<file path="config.mk">
export PLATFORM = sky130hd
export DESIGN_NAME = rom_stream_reader_flat
export DESIGN_NICKNAME = d
export VERILOG_FILES = /design/src/rtl/rom_stream_reader_pkg.sv /design/src/rtl/rom_stream_reader_if.sv /design/src/rtl/rom_stream_reader_fifo.sv /design/src/rtl/rom_stream_reader.sv /design/src/flat_wrapper.sv
export SDC_FILE = /design/constraint.sdc
export NUM_CORES = 1
export LEC_CHECK = 0
export BUFFER_PORTS_ARGS = -buffer_cell sky130_fd_sc_hd__buf_2
export CAP_MARGIN = 25
export CORE_UTILIZATION = 51
export CTS_CLUSTER_DIAMETER = 30
export CTS_CLUSTER_SIZE = 30
export DETAILED_ROUTE_END_ITERATION = 12
export PLACE_DENSITY = 0.85
export SKIP_CTS_REPAIR_TIMING = 1
export SYNTH_ARGS = -nofsm -noshare
export SYNTH_HDL_FRONTEND = slang
export SYNTH_SLANG_ARGS = --single-unit
</file>
<file path="constraint.sdc">
create_clock -name clk -period 3.2 [get_ports clk]
set_input_delay 0.48 -clock clk [delete_from_list [all_inputs] [get_ports clk]]
set_output_delay 0.48 -clock clk [all_outputs]
set_load 0.005 [all_outputs]
</file>
<file path="src/rtl/rom_stream_reader_pkg.sv">
// Shared constants and helpers for the ROM stream reader and the ROM it drives.
// Latency: none (compile-time definitions only).
// Backpressure: n/a.
package rom_stream_reader_pkg;

  // Defaults kept here so the ROM and the reader cannot drift apart.
  localparam int          DEF_DATA_WIDTH = 32;
  localparam int unsigned DEF_ROM_DEPTH  = 32'h5_0000;

  // Number of bits needed to represent 'value' (same helper the ROM uses).
  function automatic int clogb2(input int unsigned value);
    int unsigned v;
    int          r;
    v = value;
    r = 0;
    while (v > 0) begin
      r = r + 1;
      v = v >> 1;
    end
    return r;
  endfunction

  localparam int DEF_ADDR_WIDTH = clogb2(DEF_ROM_DEPTH - 1);

  typedef enum logic [1:0] {
    ST_IDLE  = 2'd0,
    ST_RUN   = 2'd1,
    ST_DRAIN = 2'd2
  } state_t;

endpackage

</file>
<file path="src/rtl/rom_stream_reader_if.sv">
// Command, ROM-port and output-stream bundle of the ROM stream reader.
// Latency: none (wires only).
// Backpressure: m_ready from the consumer; slave is the reader, master is its environment.
interface rom_stream_reader_if
  import rom_stream_reader_pkg::*;
#(
  parameter int DATA_WIDTH = DEF_DATA_WIDTH,
  parameter int ADDR_WIDTH = DEF_ADDR_WIDTH
);
  // command side
  logic                  start;
  logic [ADDR_WIDTH-1:0] base_addr;
  logic [ADDR_WIDTH:0]   length;
  logic                  busy;
  logic                  done;
  logic                  err;
  // ROM port
  logic [ADDR_WIDTH-1:0] rom_addr;
  logic                  rom_en;
  logic [DATA_WIDTH-1:0] rom_dout;
  // output stream
  logic                  m_valid;
  logic                  m_ready;
  logic [DATA_WIDTH-1:0] m_data;
  logic                  m_last;

  modport slave (
    input  start, base_addr, length, rom_dout, m_ready,
    output busy, done, err, rom_addr, rom_en, m_valid, m_data, m_last
  );

  modport master (
    output start, base_addr, length, rom_dout, m_ready,
    input  busy, done, err, rom_addr, rom_en, m_valid, m_data, m_last
  );
endinterface

</file>
<file path="src/rtl/rom_stream_reader_fifo.sv">
// Small synchronous FIFO holding ROM words plus their last-tag.
// Latency: written entry visible at the head the cycle after push.
// Backpressure: push while full is dropped unless a pop happens the same cycle.
module rom_stream_reader_fifo #(
  parameter int WIDTH = 33,
  parameter int DEPTH = 2
) (
  input  logic                     clk,
  input  logic                     rst,
  input  logic                     push_i,
  input  logic [WIDTH-1:0]         wdata_i,
  input  logic                     pop_i,
  output logic [WIDTH-1:0]         rdata_o,
  output logic [$clog2(DEPTH):0]   count_o,
  output logic                     empty_o
);
  localparam int PW = $clog2(DEPTH);

  logic [WIDTH-1:0] mem_q [DEPTH];
  logic [PW-1:0]    wr_ptr_q;
  logic [PW-1:0]    rd_ptr_q;
  logic [PW:0]      count_q;
  logic             full;
  logic             do_push;
  logic             do_pop;

  // Accept a push at full only when the head leaves in the same cycle.
  always_comb begin
    full    = (count_q == (PW+1)'(DEPTH));
    do_pop  = pop_i && (count_q != '0);
    do_push = push_i && (!full || do_pop);
  end

  // Storage array; contents need no reset because count_q gates visibility.
  always_ff @(posedge clk) begin
    if (do_push) begin
      mem_q[wr_ptr_q] <= wdata_i;
    end
  end

  // Pointers and occupancy; pointers wrap naturally for power-of-2 depth.
  always_ff @(posedge clk) begin
    if (rst) begin
      wr_ptr_q <= '0;
      rd_ptr_q <= '0;
      count_q  <= '0;
    end else begin
      if (do_push) wr_ptr_q <= wr_ptr_q + PW'(1);
      if (do_pop)  rd_ptr_q <= rd_ptr_q + PW'(1);
      case ({do_push, do_pop})
        2'b10:   count_q <= count_q + (PW+1)'(1);
        2'b01:   count_q <= count_q - (PW+1)'(1);
        default: count_q <= count_q;
      endcase
    end
  end

  assign rdata_o = mem_q[rd_ptr_q];
  assign count_o = count_q;
  assign empty_o = (count_q == '0);
endmodule

</file>
<file path="src/rtl/rom_stream_reader.sv">
// Turns a (base, length) command into sequential ROM reads and a valid/ready word stream.
// Latency: first m_valid two edges after the edge that samples start; then 1 word/cycle.
// Backpressure: reads are issued only against free FIFO credit, so m_ready stalls never lose data.
module rom_stream_reader
  import rom_stream_reader_pkg::*;
#(
  parameter int          DATA_WIDTH = DEF_DATA_WIDTH,
  parameter int unsigned ROM_DEPTH  = DEF_ROM_DEPTH,
  parameter int          ADDR_WIDTH = clogb2(ROM_DEPTH - 1),
  parameter int          FIFO_DEPTH = 2
) (
  input  logic               clk,
  input  logic               rst,
  rom_stream_reader_if.slave bus
);
  localparam int CW = $clog2(FIFO_DEPTH) + 1;

  state_t                state_q;
  logic [ADDR_WIDTH-1:0] cur_q;
  logic [ADDR_WIDTH:0]   rem_q;
  logic                  busy_q;
  logic                  done_q;
  logic                  err_q;
  logic                  inflight_q;
  logic                  inflight_last_q;

  logic [CW-1:0]         fifo_count;
  logic                  fifo_empty;
  logic [DATA_WIDTH:0]   fifo_rdata;

  logic                  pop;
  logic                  head_last;
  logic [CW:0]           occupancy;
  logic                  rom_en;
  logic                  issue_last;
  logic [ADDR_WIDTH+1:0] cmd_end;
  logic                  cmd_zero;
  logic                  cmd_oob;

  // Credit check and command screening; a read is issued only if its word
  // is guaranteed a FIFO slot when it returns one cycle later.
  always_comb begin
    head_last  = !fifo_empty && fifo_rdata[DATA_WIDTH];
    pop        = !fifo_empty && bus.m_ready;
    occupancy  = {1'b0, fifo_count} + (CW+1)'(inflight_q) - (CW+1)'(pop);
    rom_en     = (state_q == ST_RUN) && (rem_q != '0) &&
                 (occupancy < (CW+1)'(FIFO_DEPTH));
    issue_last = rom_en && (rem_q == (ADDR_WIDTH+1)'(1));
    cmd_end    = {2'b00, bus.base_addr} + {1'b0, bus.length};
    cmd_zero   = (bus.length == '0);
    cmd_oob    = (cmd_end > (ADDR_WIDTH+2)'(ROM_DEPTH));
  end

  // Command FSM: accept/reject in IDLE, issue reads in RUN, wait for the tagged word in DRAIN.
  always_ff @(posedge clk) begin
    if (rst) begin
      state_q <= ST_IDLE;
      cur_q   <= '0;
      rem_q   <= '0;
      busy_q  <= 1'b0;
      done_q  <= 1'b0;
      err_q   <= 1'b0;
    end else begin
      done_q <= 1'b0;
      err_q  <= 1'b0;
      case (state_q)
        ST_IDLE: begin
          if (bus.start) begin
            if (cmd_zero) begin
              done_q <= 1'b1;
            end else if (cmd_oob) begin
              done_q <= 1'b1;
              err_q  <= 1'b1;
            end else begin
              cur_q   <= bus.base_addr;
              rem_q   <= bus.length;
              busy_q  <= 1'b1;
              state_q <= ST_RUN;
            end
          end
        end
        ST_RUN: begin
          if (rom_en) begin
            cur_q <= cur_q + ADDR_WIDTH'(1);
            rem_q <= rem_q - (ADDR_WIDTH+1)'(1);
            if (issue_last) state_q <= ST_DRAIN;
          end
        end
        ST_DRAIN: begin
          if (pop && head_last) begin
            done_q  <= 1'b1;
            busy_q  <= 1'b0;
            state_q <= ST_IDLE;
          end
        end
        default: state_q <= ST_IDLE;
      endcase
    end
  end

  // Tracks the read in the ROM pipeline; clearing it on reset drops stale returns.
  always_ff @(posedge clk) begin
    if (rst) begin
      inflight_q      <= 1'b0;
      inflight_last_q <= 1'b0;
    end else begin
      inflight_q      <= rom_en;
      inflight_last_q <= issue_last;
    end
  end

  rom_stream_reader_fifo #(
    .WIDTH (DATA_WIDTH + 1),
    .DEPTH (FIFO_DEPTH)
  ) u_fifo (
    .clk     (clk),
    .rst     (rst),
    .push_i  (inflight_q),
    .wdata_i ({inflight_last_q, bus.rom_dout}),
    .pop_i   (pop),
    .rdata_o (fifo_rdata),
    .count_o (fifo_count),
    .empty_o (fifo_empty)
  );

  assign bus.busy     = busy_q;
  assign bus.done     = done_q;
  assign bus.err      = err_q;
  assign bus.rom_addr = cur_q;
  assign bus.rom_en   = rom_en;
  assign bus.m_valid  = !fifo_empty;
  assign bus.m_data   = fifo_rdata[DATA_WIDTH-1:0];
  assign bus.m_last   = head_last;
endmodule

</file>
<file path="src/flat_wrapper.sv">
// flat-port wrapper written by rule: the top's interface ports become plain ports
module rom_stream_reader_flat import rom_stream_reader_pkg::*;
#(
  parameter int          DATA_WIDTH = DEF_DATA_WIDTH,
  parameter int unsigned ROM_DEPTH  = DEF_ROM_DEPTH,
  parameter int          ADDR_WIDTH = clogb2(ROM_DEPTH - 1),
  parameter int          FIFO_DEPTH = 2
)
  (clk, rst, bus_start, bus_base_addr, bus_length, bus_rom_dout, bus_m_ready, bus_busy, bus_done, bus_err, bus_rom_addr, bus_rom_en, bus_m_valid, bus_m_data, bus_m_last);
  rom_stream_reader_if #(.DATA_WIDTH(DATA_WIDTH), .ADDR_WIDTH(ADDR_WIDTH)) bus_i ();
  input  logic clk;
  input  logic rst;
  input wire logic [$bits(bus_i.start)-1:0] bus_start;
  input wire logic [$bits(bus_i.base_addr)-1:0] bus_base_addr;
  input wire logic [$bits(bus_i.length)-1:0] bus_length;
  input wire logic [$bits(bus_i.rom_dout)-1:0] bus_rom_dout;
  input wire logic [$bits(bus_i.m_ready)-1:0] bus_m_ready;
  output wire logic [$bits(bus_i.busy)-1:0] bus_busy;
  output wire logic [$bits(bus_i.done)-1:0] bus_done;
  output wire logic [$bits(bus_i.err)-1:0] bus_err;
  output wire logic [$bits(bus_i.rom_addr)-1:0] bus_rom_addr;
  output wire logic [$bits(bus_i.rom_en)-1:0] bus_rom_en;
  output wire logic [$bits(bus_i.m_valid)-1:0] bus_m_valid;
  output wire logic [$bits(bus_i.m_data)-1:0] bus_m_data;
  output wire logic [$bits(bus_i.m_last)-1:0] bus_m_last;
  assign bus_i.start = bus_start;
  assign bus_i.base_addr = bus_base_addr;
  assign bus_i.length = bus_length;
  assign bus_i.rom_dout = bus_rom_dout;
  assign bus_i.m_ready = bus_m_ready;
  assign bus_busy = bus_i.busy;
  assign bus_done = bus_i.done;
  assign bus_err = bus_i.err;
  assign bus_rom_addr = bus_i.rom_addr;
  assign bus_rom_en = bus_i.rom_en;
  assign bus_m_valid = bus_i.m_valid;
  assign bus_m_data = bus_i.m_data;
  assign bus_m_last = bus_i.m_last;
  rom_stream_reader #(.DATA_WIDTH(DATA_WIDTH), .ROM_DEPTH(ROM_DEPTH), .ADDR_WIDTH(ADDR_WIDTH), .FIFO_DEPTH(FIFO_DEPTH)) u_core (.clk(clk), .rst(rst), .bus(bus_i));
endmodule
</file>
==> out/metrics.yaml <==
cpMaxStageDelayCell: "sky130_fd_sc_hd__a211oi_4"
die_h_um: 117.3
critical_path_peak_fanout: 6
timing.critical_path.slowest_cell_delay_ns: 0.55
floorplan.die.width_um: 117.3
netSwitchingPower_mw: 1.817
clock_tree.root_cell: "sky130_fd_sc_hd__clkbuf_16"
die_area_um2: 13770
yosysSeqAreaShare: 0.4427
synth.largest_area_cell: "sky130_fd_sc_hd__edfxtp_1"
worst_slack_ns: -0.07428
nFillCells: 796
grt_antenna_before_repair: 0
synth-seq-cells: 117
ir_worst_vdd_mv: 0.4992
fmax_ghz: 0.3054
max-clock-path-buffers: 2
drive_above_1_share: 0.4002
drv.max_cap_violation_count: 0
finalNonFillerCells: 1074
mappedNetlistNets: 778
critPathLaunchType: "primary input"
core_region_area_um2: 12770
layout_worst_path_cycle_share: 1.023
htree_num_levels: 4
multi_input_area_um2: 3816
min_from: "bus_rom_dout[14]"
drc: 0
hold_viol: 0
maxSlewViolCount: 0
diodes: 0
end_kind: "flop"
number_of_warnings_issued_by_yosys: 0
numPortBuffers: 131
crit_required_ns: 3.50
synth.area.top_cells: "sky130_fd_sc_hd__edfxtp_1 (29%), sky130_fd_sc_hd__dfxtp_1 (15%), sky130_fd_sc_hd__mux2_2 (5.3%), sky130_fd_sc_hd__ha_1 (4.4%), sky130_fd_sc_hd__a21oi_1 (3.1%)"
finalWirelength_mm: 21.96
grt_first_pass_wirelength_mm: 32.45
mappedNetlistArea_um2: 6783
initial_core_util: 0.5310
timing.hold.worst.class: "in -> reg"
critical_path.reg2reg.endpoint: "u_core.bus.rom_addr[5]$_SDFFE_PP0P_"
avgSynthCellArea_um2: 10.02
whs_endpoint: "u_core.u_fifo.mem_q[1][14]$_DFFE_PP_"
pre_repair_dr_iteration_count: 6
detailroute.via_count: 6839
slew_headroom: 0.3456
reg2regPathDepth: 10
number_of_instances_in_the_synthesized_netlist: 677
dp_hpwl_mm: 14.20
power_density_nw_per_um2: 605.6
dominantRegCellSynth: "sky130_fd_sc_hd__edfxtp_1"
area_growth_pct: 37.43
arrival_ns: 3.57
cts_tree: "yes"
num-nets-final: 990
numPlacedInstances: 1029
timing.rr.start: "u_core.rem_q[9]$_SDFFE_PP0P_"
antenna_left: 0
routed_wire_length_per_instance_um: 20.44
io-pin-count: 132
post-route-util: 0.7297
netSwitchingFraction: 0.3218
timing_worst_setup_path_type: "in -> reg"
pin_count_of_the_biggest_net_entering_global_routing: 60
cts-buffers-inserted: 17
rsz0062_at_grt: "true"
layout.cells.most_common: "sky130_fd_sc_hd__buf_2"
async_reset_ff_frac: 0
p_leak_nw: 3.727
ff_latch_area_um2: 3003
timing.final.setup_violations: 16
routabilityCongestion: 0.9442
vias_in_the_first_global_route: 6183
p_comb_frac: 0.323
critical_path.cell_chain: "buf_8 > ha_4 > fa_2 > a211o_1 > a21o_4 > a221oi_4 > nor2_1 > a22oi_2 > nor4_4 > a211oi_4 > clkbuf_16 > a211oi_2 > a311o_1"
sequentialPowerShare: 0.320
status: "finished with violations"
placementRows: 41
r2r_setup_slack_ns: 0.07
synth.lib_cells_used.distinct: 75
synth.top_cell.area_share: 0.2922
drt_iter0_markers: 983
worstSetupStartpoint: "bus_length[0]"
finalCriticalPeriod_ns: 3.274
globalRouteTotalUtil: 0.2985
timing_worst_slew_pin_value_ns: 0.9816
worst_skew_late_latency_ns: 0.42
routed_via_density: 6.368
cts.reportedPaths.clkPinSlew_ns: 0.06
grt_overflow: 0
violations: "negative setup slack"
edff_count_synth: 66
power.clock.fraction: 0.357
num_clock_sinks: 117
timing.hold.worst_path_depth: 1
worst_clock_skew_ns: 0.009535
most_frequent_cells_in_the_layout: "sky130_fd_sc_hd__buf_2 (126), sky130_fd_sc_hd__buf_4 (96), sky130_fd_sc_hd__edfxtp_1 (66)"
cell_internal_pwr_mw: 3.829
==> Yosys cell counts, types with 3 or more instances <==
cell,n
sky130_fd_sc_hd__edfxtp_1,66
sky130_fd_sc_hd__nor2_1,53
sky130_fd_sc_hd__dfxtp_1,51
sky130_fd_sc_hd__a21oi_1,42
sky130_fd_sc_hd__nand2_1,34
sky130_fd_sc_hd__clkbuf_1,32
sky130_fd_sc_hd__mux2_2,32
sky130_fd_sc_hd__nor3_1,32
sky130_fd_sc_hd__ha_1,24
sky130_fd_sc_hd__a211oi_1,22
sky130_fd_sc_hd__and3_1,19
sky130_fd_sc_hd__inv_1,18
sky130_fd_sc_hd__nand3_1,18
sky130_fd_sc_hd__o21ai_0,17
sky130_fd_sc_hd__o31ai_1,17
sky130_fd_sc_hd__nor4_1,15
sky130_fd_sc_hd__a311o_1,12
sky130_fd_sc_hd__nand4b_1,11
sky130_fd_sc_hd__o311ai_0,10
sky130_fd_sc_hd__a21o_1,9
sky130_fd_sc_hd__xnor2_1,9
sky130_fd_sc_hd__a31oi_1,8
sky130_fd_sc_hd__and2_1,8
sky130_fd_sc_hd__nand4_1,8
sky130_fd_sc_hd__o311ai_1,8
sky130_fd_sc_hd__xor2_1,7
sky130_fd_sc_hd__buf_2,6
sky130_fd_sc_hd__nor2b_1,6
sky130_fd_sc_hd__or3_1,5
sky130_fd_sc_hd__a211o_1,4
sky130_fd_sc_hd__a22oi_1,4
sky130_fd_sc_hd__buf_1,4
sky130_fd_sc_hd__nor3b_1,4
sky130_fd_sc_hd__o21a_1,4
sky130_fd_sc_hd__o21ai_1,4
sky130_fd_sc_hd__nand2b_1,3
sky130_fd_sc_hd__o211ai_1,3
==> registers in the layout, summed over array words and instances (netlist names), named ones only <==
signal	flops
u_core.u_fifo.count_o	2
u_core.u_fifo.mem_q	66
u_core.inflight_last_q	1
u_core.state_q	2
u_core.rem_q	20
u_core.u_fifo.rd_ptr_q	1
u_core.bus.rom_addr	19
u_core.bus.err	1
u_core.bus.busy	1
u_core.bus.done	1
u_core.u_fifo.wr_ptr_q	1
u_core.inflight_q	1
==> through the flow <==
| stage | power, mW | cell area (µm²) | setup WS, ns | TNS (ns) | hold WS [ns] |
|---|---|---|---|---|---|
| final | 5.645 | 9321 | -0.07428 | -0.4409 | 0.2541 |
| after CTS | 5.388 | 8861 | -0.1021 | -0.2341 | 0.2497 |
| after global placement | 3.332 | 8234 | -0.3579 | -10.36 | 0.4098 |
| after global routing | 5.849 | 9321 | -0.1557 | -3.227 | 0.2501 |
| after floorplan | 2.767 | 6840 | -0.1441 | -1.324 | 0.4037 |
| after detailed placement | 3.367 | 8234 | -0.4351 | -14.01 | 0.4307 |
==> cells by family (layout without fill, tap and decap cells) <==
kind of cell / after synthesis / in the layout / share of synthesized area
buf+inv: 63 / 288 / 0.03874
compound gates: 193 / 193 / 0.2121
xor+xnor: 16 / 16 / 0.02066
simple gates: 229 / 229 / 0.1810
fa+ha+maj: 26 / 26 / 0.05018
flops: 117 / 117 / 0.4427
mux: 33 / 33 / 0.05460
==> layout make-up <==
class	instances	share of cell area
multi-input cells	497	0.4094
clock inverters	15	0.02161
repair buffers	238	0.1709
clock buffers	17	0.04564
well taps	172	0.02309
inverters	18	0.007248
flip-flops and latches	117	0.3221
==> layer usage <==
metal | vias up | routed length, µm | global-route usage
li1 | 3078 | - | -
met1 | 3162 | 7947 | 0.3743
met2 | 496 | 10560 | 0.4874
met3 | 103 | 2291 | 0.06566
met4 | 0 | 1155 | 0.1420
met5 | - | 0 | 0
==> how the worst max path moves through the flow <==
| stage | cells after the start | slack [ns] | to |
|---|---|---|---|
| floorplan | 12 | -0.14 | u_core.bus.rom_addr[13]$_SDFFE_PP0P_ |
| global placement | 13 | -0.36 | u_core.bus.rom_addr[13]$_SDFFE_PP0P_ |
| detailed placement | 13 | -0.44 | u_core.bus.rom_addr[0]$_SDFFE_PP0P_ |
| CTS | 10 | -0.10 | bus_rom_en |
| global route | 14 | -0.16 | u_core.rem_q[5]$_SDFFE_PP0P_ |
| finish | 13 | -0.07 | u_core.bus.rom_addr[5]$_SDFFE_PP0P_ |
==> critical path, delay by kind of cell <==
family	cells	cell delay (ns)
fa+ha+maj	2	0.51
compound gates	7	2.01
simple gates	2	0.20
buf+inv	2	0.39
==> power by group through the flow <==
stage / Combinational, mW / Clock, mW / Sequential, mW
2_1_floorplan: 0.961 / 0 / 1.81
3_3_place_gp: 1.51 / 0 / 1.82
3_5_place_dp: 1.54 / 0 / 1.82
4_1_cts: 1.58 / 2.02 / 1.80
5_1_grt: 1.95 / 2.09 / 1.82
6_report: 1.83 / 2.01 / 1.81
Note: power is estimated with default switching activity, not from simulation.
